$ cat config.mk
export PLATFORM = sky130hd
export DESIGN_NAME = rv32i_decoder
export DESIGN_NICKNAME = d
export VERILOG_FILES = /design/src/rtl/rv32i_decoder.sv
export SDC_FILE = /design/constraint.sdc
export NUM_CORES = 1
export LEC_CHECK = 0
export ABC_AREA = 0
export CORE_MARGIN = 1
export CORE_UTILIZATION = 43
export CTS_CLUSTER_SIZE = 12
export DETAILED_ROUTE_END_ITERATION = 7
export PLACE_DENSITY = 0.81
export SYNTH_ARGS = -nofsm -noshare
export SYNTH_HDL_FRONTEND = slang
export SYNTH_SLANG_ARGS = --single-unit
$ cat constraint.sdc
create_clock -name clk -period 1.6 [get_ports clk]
set_clock_uncertainty 0.2 [all_clocks]
set_input_delay 0.16 -clock clk [delete_from_list [all_inputs] [get_ports clk]]
set_output_delay 0.16 -clock clk [all_outputs]
set_load 0.02 [all_outputs]
$ cat src/rtl/rv32i_decoder.sv
// ---------------------------------------------------------------------------
// rv32i_decoder
// Registered RV32I instruction decoder between instruction fetch and issue.
// Each accepted instruction appears on the outputs one clock later, decoded
// into an internal opcode, register tags, a sign-extended immediate and a
// load/store flag.
//
// Ports:
//   clk           in   1   system clock, rising edge
//   rst           in   1   asynchronous active-high reset
//   inst_valid    in   1   inst holds a fetched instruction this cycle
//   inst          in  32   raw RV32I instruction word
//   out_valid     out  1   decoded fields are valid (registered)
//   op            out  6   internal opcode (0 = INVALID)
//   rd            out  6   destination tag, or NO_REG (32)
//   rs1           out  6   source 1 tag, or NO_REG
//   rs2           out  6   source 2 tag, or NO_REG
//   imm           out 32   decoded immediate
//   is_load_store out  1   op is one of LB..SW
// ---------------------------------------------------------------------------
module rv32i_decoder #(
    parameter logic [5:0] NO_REG = 6'd32
) (
    input  logic        clk,
    input  logic        rst,
    input  logic        inst_valid,
    input  logic [31:0] inst,
    output logic        out_valid,
    output logic [5:0]  op,
    output logic [5:0]  rd,
    output logic [5:0]  rs1,
    output logic [5:0]  rs2,
    output logic [31:0] imm,
    output logic        is_load_store
);

    // Internal opcode encoding; branches 5..10 and loads/stores 11..18 are
    // kept contiguous so downstream range checks stay cheap.
    localparam logic [5:0] OP_INVALID = 6'd0;
    localparam logic [5:0] OP_LUI     = 6'd1;
    localparam logic [5:0] OP_AUIPC   = 6'd2;
    localparam logic [5:0] OP_JAL     = 6'd3;
    localparam logic [5:0] OP_JALR    = 6'd4;
    localparam logic [5:0] OP_BEQ     = 6'd5;
    localparam logic [5:0] OP_BNE     = 6'd6;
    localparam logic [5:0] OP_BLT     = 6'd7;
    localparam logic [5:0] OP_BGE     = 6'd8;
    localparam logic [5:0] OP_BLTU    = 6'd9;
    localparam logic [5:0] OP_BGEU    = 6'd10;
    localparam logic [5:0] OP_LB      = 6'd11;
    localparam logic [5:0] OP_LH      = 6'd12;
    localparam logic [5:0] OP_LW      = 6'd13;
    localparam logic [5:0] OP_LBU     = 6'd14;
    localparam logic [5:0] OP_LHU     = 6'd15;
    localparam logic [5:0] OP_SB      = 6'd16;
    localparam logic [5:0] OP_SH      = 6'd17;
    localparam logic [5:0] OP_SW      = 6'd18;
    localparam logic [5:0] OP_ADDI    = 6'd19;
    localparam logic [5:0] OP_SLTI    = 6'd20;
    localparam logic [5:0] OP_SLTIU   = 6'd21;
    localparam logic [5:0] OP_XORI    = 6'd22;
    localparam logic [5:0] OP_ORI     = 6'd23;
    localparam logic [5:0] OP_ANDI    = 6'd24;
    localparam logic [5:0] OP_SLLI    = 6'd25;
    localparam logic [5:0] OP_SRLI    = 6'd26;
    localparam logic [5:0] OP_SRAI    = 6'd27;
    localparam logic [5:0] OP_ADD     = 6'd28;
    localparam logic [5:0] OP_SUB     = 6'd29;
    localparam logic [5:0] OP_SLL     = 6'd30;
    localparam logic [5:0] OP_SLT     = 6'd31;
    localparam logic [5:0] OP_SLTU    = 6'd32;
    localparam logic [5:0] OP_XOR     = 6'd33;
    localparam logic [5:0] OP_SRL     = 6'd34;
    localparam logic [5:0] OP_SRA     = 6'd35;
    localparam logic [5:0] OP_OR      = 6'd36;
    localparam logic [5:0] OP_AND     = 6'd37;

    // Instruction formats; FMT_SH is OP-IMM shifts with a zero-extended shamt.
    localparam logic [2:0] FMT_NONE = 3'd0;
    localparam logic [2:0] FMT_R    = 3'd1;
    localparam logic [2:0] FMT_I    = 3'd2;
    localparam logic [2:0] FMT_S    = 3'd3;
    localparam logic [2:0] FMT_B    = 3'd4;
    localparam logic [2:0] FMT_U    = 3'd5;
    localparam logic [2:0] FMT_J    = 3'd6;
    localparam logic [2:0] FMT_SH   = 3'd7;

    localparam logic [6:0] F7_ZERO = 7'b0000000;
    localparam logic [6:0] F7_ALT  = 7'b0100000;

    logic [6:0]  opcode_s;
    logic [2:0]  funct3_s;
    logic [6:0]  funct7_s;
    logic [5:0]  op_s;
    logic [2:0]  fmt_raw_s;
    logic [2:0]  fmt_s;
    logic [5:0]  rd_s;
    logic [5:0]  rs1_s;
    logic [5:0]  rs2_s;
    logic [31:0] imm_s;
    logic        ls_s;

    assign opcode_s = inst[6:0];
    assign funct3_s = inst[14:12];
    assign funct7_s = inst[31:25];

    // Opcode/funct3/funct7 to internal opcode; fmt_raw_s follows the major opcode only.
    always_comb begin
        op_s      = OP_INVALID;
        fmt_raw_s = FMT_NONE;
        case (opcode_s)
            7'b0110111: begin op_s = OP_LUI;   fmt_raw_s = FMT_U; end
            7'b0010111: begin op_s = OP_AUIPC; fmt_raw_s = FMT_U; end
            7'b1101111: begin op_s = OP_JAL;   fmt_raw_s = FMT_J; end
            7'b1100111: begin
                fmt_raw_s = FMT_I;
                if (funct3_s == 3'b000) begin
                    op_s = OP_JALR;
                end else begin
                    op_s = OP_INVALID;
                end
            end
            7'b1100011: begin
                fmt_raw_s = FMT_B;
                case (funct3_s)
                    3'b000:  op_s = OP_BEQ;
                    3'b001:  op_s = OP_BNE;
                    3'b100:  op_s = OP_BLT;
                    3'b101:  op_s = OP_BGE;
                    3'b110:  op_s = OP_BLTU;
                    3'b111:  op_s = OP_BGEU;
                    default: op_s = OP_INVALID;
                endcase
            end
            7'b0000011: begin
                fmt_raw_s = FMT_I;
                case (funct3_s)
                    3'b000:  op_s = OP_LB;
                    3'b001:  op_s = OP_LH;
                    3'b010:  op_s = OP_LW;
                    3'b100:  op_s = OP_LBU;
                    3'b101:  op_s = OP_LHU;
                    default: op_s = OP_INVALID;
                endcase
            end
            7'b0100011: begin
                fmt_raw_s = FMT_S;
                case (funct3_s)
                    3'b000:  op_s = OP_SB;
                    3'b001:  op_s = OP_SH;
                    3'b010:  op_s = OP_SW;
                    default: op_s = OP_INVALID;
                endcase
            end
            7'b0010011: begin
                fmt_raw_s = FMT_I;
                case (funct3_s)
                    3'b000:  op_s = OP_ADDI;
                    3'b010:  op_s = OP_SLTI;
                    3'b011:  op_s = OP_SLTIU;
                    3'b100:  op_s = OP_XORI;
                    3'b110:  op_s = OP_ORI;
                    3'b111:  op_s = OP_ANDI;
                    3'b001:  op_s = (funct7_s == F7_ZERO) ? OP_SLLI : OP_INVALID;
                    3'b101: begin
                        if (funct7_s == F7_ZERO) begin
                            op_s = OP_SRLI;
                        end else if (funct7_s == F7_ALT) begin
                            op_s = OP_SRAI;
                        end else begin
                            op_s = OP_INVALID;
                        end
                    end
                    default: op_s = OP_INVALID;
                endcase
            end
            7'b0110011: begin
                fmt_raw_s = FMT_R;
                // funct7 only disambiguates ADD/SUB and SRL/SRA; other
                // funct3 values accept any funct7.
                case (funct3_s)
                    3'b000: begin
                        if (funct7_s == F7_ZERO) begin
                            op_s = OP_ADD;
                        end else if (funct7_s == F7_ALT) begin
                            op_s = OP_SUB;
                        end else begin
                            op_s = OP_INVALID;
                        end
                    end
                    3'b101: begin
                        if (funct7_s == F7_ZERO) begin
                            op_s = OP_SRL;
                        end else if (funct7_s == F7_ALT) begin
                            op_s = OP_SRA;
                        end else begin
                            op_s = OP_INVALID;
                        end
                    end
                    3'b001:  op_s = OP_SLL;
                    3'b010:  op_s = OP_SLT;
                    3'b011:  op_s = OP_SLTU;
                    3'b100:  op_s = OP_XOR;
                    3'b110:  op_s = OP_OR;
                    3'b111:  op_s = OP_AND;
                    default: op_s = OP_INVALID;
                endcase
            end
            default: begin
                op_s      = OP_INVALID;
                fmt_raw_s = FMT_NONE;
            end
        endcase
    end

    // An invalid combination drops to FMT_NONE so every field reads as empty.
    assign fmt_s = (op_s == OP_INVALID) ? FMT_NONE :
                   ((op_s >= OP_SLLI) && (op_s <= OP_SRAI)) ? FMT_SH : fmt_raw_s;

    assign ls_s = (op_s >= OP_LB) && (op_s <= OP_SW);

    // Register tags and immediate selected by instruction format.
    always_comb begin
        rd_s  = NO_REG;
        rs1_s = NO_REG;
        rs2_s = NO_REG;
        imm_s = 32'd0;
        case (fmt_s)
            FMT_R: begin
                rd_s  = {1'b0, inst[11:7]};
                rs1_s = {1'b0, inst[19:15]};
                rs2_s = {1'b0, inst[24:20]};
            end
            FMT_I: begin
                rd_s  = {1'b0, inst[11:7]};
                rs1_s = {1'b0, inst[19:15]};
                imm_s = {{20{inst[31]}}, inst[31:20]};
            end
            FMT_SH: begin
                rd_s  = {1'b0, inst[11:7]};
                rs1_s = {1'b0, inst[19:15]};
                imm_s = {27'd0, inst[24:20]};
            end
            FMT_S: begin
                rs1_s = {1'b0, inst[19:15]};
                rs2_s = {1'b0, inst[24:20]};
                imm_s = {{20{inst[31]}}, inst[31:25], inst[11:7]};
            end
            FMT_B: begin
                rs1_s = {1'b0, inst[19:15]};
                rs2_s = {1'b0, inst[24:20]};
                imm_s = {{19{inst[31]}}, inst[31], inst[7], inst[30:25], inst[11:8], 1'b0};
            end
            FMT_U: begin
                rd_s  = {1'b0, inst[11:7]};
                imm_s = {inst[31:12], 12'd0};
            end
            FMT_J: begin
                rd_s  = {1'b0, inst[11:7]};
                imm_s = {{11{inst[31]}}, inst[31], inst[19:12], inst[20], inst[30:21], 1'b0};
            end
            default: begin
                rd_s  = NO_REG;
                rs1_s = NO_REG;
                rs2_s = NO_REG;
                imm_s = 32'd0;
            end
        endcase
    end

    // Output register: fields load only on accepted instructions and hold otherwise.
    always_ff @(posedge clk or posedge rst) begin
        if (rst) begin
            out_valid     <= 1'b0;
            op            <= OP_INVALID;
            rd            <= NO_REG;
            rs1           <= NO_REG;
            rs2           <= NO_REG;
            imm           <= 32'd0;
            is_load_store <= 1'b0;
        end else begin
            out_valid <= inst_valid;
            if (inst_valid) begin
                op            <= op_s;
                rd            <= rd_s;
                rs1           <= rs1_s;
                rs2           <= rs2_s;
                imm           <= imm_s;
                is_load_store <= ls_s;
            end
        end
    end

endmodule

==> metrics.txt, run 1 <==
depth of the CTS H-tree=3; DR vias=3722; antenna cells=0; Antenna Nets Post-Route=0; clk buf depth=2; TritonRoute pass-1 iters=5; CP dominant cell by count=buf_6; Max rail drop VDD=520.4 µV; CTS Root Cell=clkbuf_8; Slew @ Worst Pin=0.4433 ns; Internal=2.573 mW; RSZ-0062 raised after global routing=true; dpl cell area=4787 µm²; crit-path max FO=6; Die Y=86.49 µm; final critical-path required period=2.650 ns; Critical Path Start Type=primary input; CP Cell Sequence=buf_8 -> buf_16 -> buf_6 -> and3b_1 -> o21ai_2 -> a2111oi_2 -> or4_4 -> or4_4 -> buf_6 -> a41oi_2 -> buf_6 -> nor2_4; GRT Total Usage=32.38%; worst skew pair latency=0.34 ns; via count of the first global-routing pass=3568; number of clock sinks=58; Detail Placement HPWL=7781 µm; Clock Power Share=37.2%; register area=1455 µm²; IO buf count=92; # fillers=395; design area=5654 µm²; die extent in x=86.49 µm; Max-slew headroom=70.22%; switching share of total power=29.17%; Post-Syn Area=3069 µm²; Post-synth EDFFs=0; global-route wire length before repair=18430 µm; hold crit path type=in -> reg; Iter 0 DRT Violations=358; pre-CTS setup slack=-1.832 ns; DP Cell Count=562; total grt overflow=0; Comb pwr share=21.3%; failing checks=setup timing; fin. max-slew vios=0; Post-Route WL=13210 µm; most frequent cells in the layout=buf_4, dlygate4sd2_1, dfrtp_1, buf_6, nor2_1; dominant cell type by area after synthesis=dfrtp_1; Row Count=30; post-DR wirelength/cell=21.66 µm; met2 WL post-DR=6723 µm; Critical Path RT=1.61 ns; sequential share of power=41.5%; Die ar.=7480 µm²; DRC=0; synth-to-layout area growth=84.22%; Max Cap Viol=0; DRT met1 WL=4943 µm; status=complete, but fails checks; core area=6832 µm²; Setup-failing EPs final=57; final instance count without filler cells=610; Yosys warnings=0; Avg Vias per Cell=6.102; initial antenna violation count=0; Max Clk Rate=377.4 MHz; GPL Wtd Cong=0.8999; CTS Buf Count=9; Layout Nets=544; setup ws final=-1.050 ns; Initial Utilization=44.93%; Fin. Hold Viols=0; sw power=1.060 mW; register area share after synthesis=47.41%; IO Count=93; largest net degree at the start of global routing=59; Async SR Flop Fraction=100.0%; CTS tree=done; mean post-synth cell area=10.06 µm²; top cell type's share of synthesized area=44.84%; kind of end point of the critical path=flip-flop; PwrDens=642.5 nW/µm²; uppermost layer routed=met4; Main synth FF type=dfrtp_1; CTS clock-pin slew for the worst setup and hold paths=0.06 ns; met3 routed WL=1024 µm; Cell variety after synth=57; share of cells above drive strength 1=44.75%; commonest non-fill, non-tap cell in the layout=buf_4; Period Utilization, post-route=165.6%; Critical Path Max Stage Delay=0.59 ns; #FFs+latches synth=58; FF-to-FF setup slack=0.46 ns; Critical Path AT=2.66 ns; slowest CP cell=or4_4; Cells after Synth=305; WS Path Type=in -> reg; top post-synthesis cells by area=dfrtp_1, a221o_1, nor2_1; syn_nets=340; Fin Setup TNS=-45.02 ns; Multi-input gate area=1941 µm²; LEAKAGE=2.813 nW
==> cell usage after synthesis, drive strengths merged (2+ instances only) <==
cell type  count
nor3           8
a32o           2
nand2         17
o21ai          6
nand2b         7
and3b          2
nor4           3
o2bb2ai       13
dfstp          3
a2111oi        3
inv           10
a21oi          9
a21o           3
a32oi          2
mux2i          5
and2           2
nor2b         11
clkbuf        11
mux2           2
nor2          38
buf           11
nand4          2
or4            5
a311oi         2
o211ai         3
a211oi         3
and3           4
a221o         23
dfrtp         55
a31oi          4
o32ai          2
o31ai          2
nand3          5
o41ai          2
a22o           8
==> worst max-delay path, delay by kind of cell <==
family,cells,cell delay (ns)
AOI/OAI and AO/OA,3,0.48
and+or+nand+nor,4,1.31
buffers and inverters,5,0.71
==> state kept, by name, indices dropped and copies added (netlist names) <==
register,count
rs2,6
rd,6
out_valid,1
is_load_store,1
rs1,6
op,6
imm,32
==> final cells by class <==
class | count | area share (%)
inverters | 10 | 0.7303
multi-input cells | 216 | 34.32
flip-flops and latches | 58 | 25.74
repair buffers | 214 | 33.68
clock inverters | 7 | 1.217
clock buffers | 9 | 2.191
well taps | 96 | 2.124
==> stage by stage <==
step,power (mW),hold WS (ns),util [%]
after floorplan,1.814,-0.008570,-
after global placement,2.143,0.2725,70.07
after detailed placement,2.152,0.2736,70.07
after CTS,3.502,0.06069,76.85
after global routing,3.749,0.03811,82.77
final,3.633,0.03439,82.77
==> power groups by stage <==
stage	logic, mW	registers [mW]	clock network [mW]
floorplan	0.246	1.57	0
global placement	0.608	1.54	0
detailed placement	0.616	1.54	0
CTS	0.666	1.51	1.33
global route	0.812	1.51	1.43
finish	0.773	1.51	1.35
==> worst paths after layout <==
kind | startpoint | endpoint | cells after the start
max in group asynchronous | rst | rs2[5] | 3
min in group asynchronous | rst | out_valid | 3
setup reg to reg | imm[14] | imm[14] | 1
hold reg to reg | rs1[0] | rs1[0] | 1
setup / recovery | inst[12] | rs2[0] | 12
hold / removal | inst[28] | imm[28] | 3
==> logic make-up after synthesis <==
| group | Yosys count | share of synthesized area (%) |
|---|---|---|
| xor gates and xnor gates | 1 | 0.2854 |
| buffers and inverters | 32 | 5.014 |
| and+or+nand+nor | 110 | 18.47 |
| AOI/OAI and AO/OA | 97 | 26.46 |
| DFF | 58 | 47.41 |
| muxes | 7 | 2.364 |
==> per-layer routing <==
metal | vias up | global-route usage [%]
met4 | 0 | 12.73
li1 | 1583 | -
met5 | - | 0
met2 | 263 | 55.41
met1 | 1818 | 39.48
met3 | 58 | 7.810
==> repair_timing <==
item / 4_1_cts / 5_1_grt
cloned: 2 / 1
buffers inserted: 15 / 15
endpoints found under the hold margin: 0 / 2
gates resized for setup: 158 / 88
hold buffers: 0 / 2
pin swaps: 24 / 37
setup endpoints to repair: 115 / 57
Power figures use the tool's default switching activity.
==> run 2, diff against run 1 <==
--- a/config.mk
+++ b/config.mk
@@ -6,6 +6,7 @@
 export NUM_CORES = 1
 export LEC_CHECK = 0
 export ABC_AREA = 0
+export CAP_MARGIN = 20
 export CORE_MARGIN = 1
 export CORE_UTILIZATION = 43
 export CTS_CLUSTER_SIZE = 12
==> results of run 2 <==
Final layout, timing and power as in run 1 (identical DEF).
==> run 3, diff against run 2 <==
--- a/config.mk
+++ b/config.mk
@@ -5,13 +5,13 @@
 export SDC_FILE = /design/constraint.sdc
 export NUM_CORES = 1
 export LEC_CHECK = 0
-export ABC_AREA = 0
 export CAP_MARGIN = 20
 export CORE_MARGIN = 1
 export CORE_UTILIZATION = 43
 export CTS_CLUSTER_SIZE = 12
 export DETAILED_ROUTE_END_ITERATION = 7
 export PLACE_DENSITY = 0.81
+export SLEW_MARGIN = 30
 export SYNTH_ARGS = -nofsm -noshare
 export SYNTH_HDL_FRONTEND = slang
 export SYNTH_SLANG_ARGS = --single-unit
==> results of run 3 <==
Final layout, timing and power as in run 1 (identical DEF).
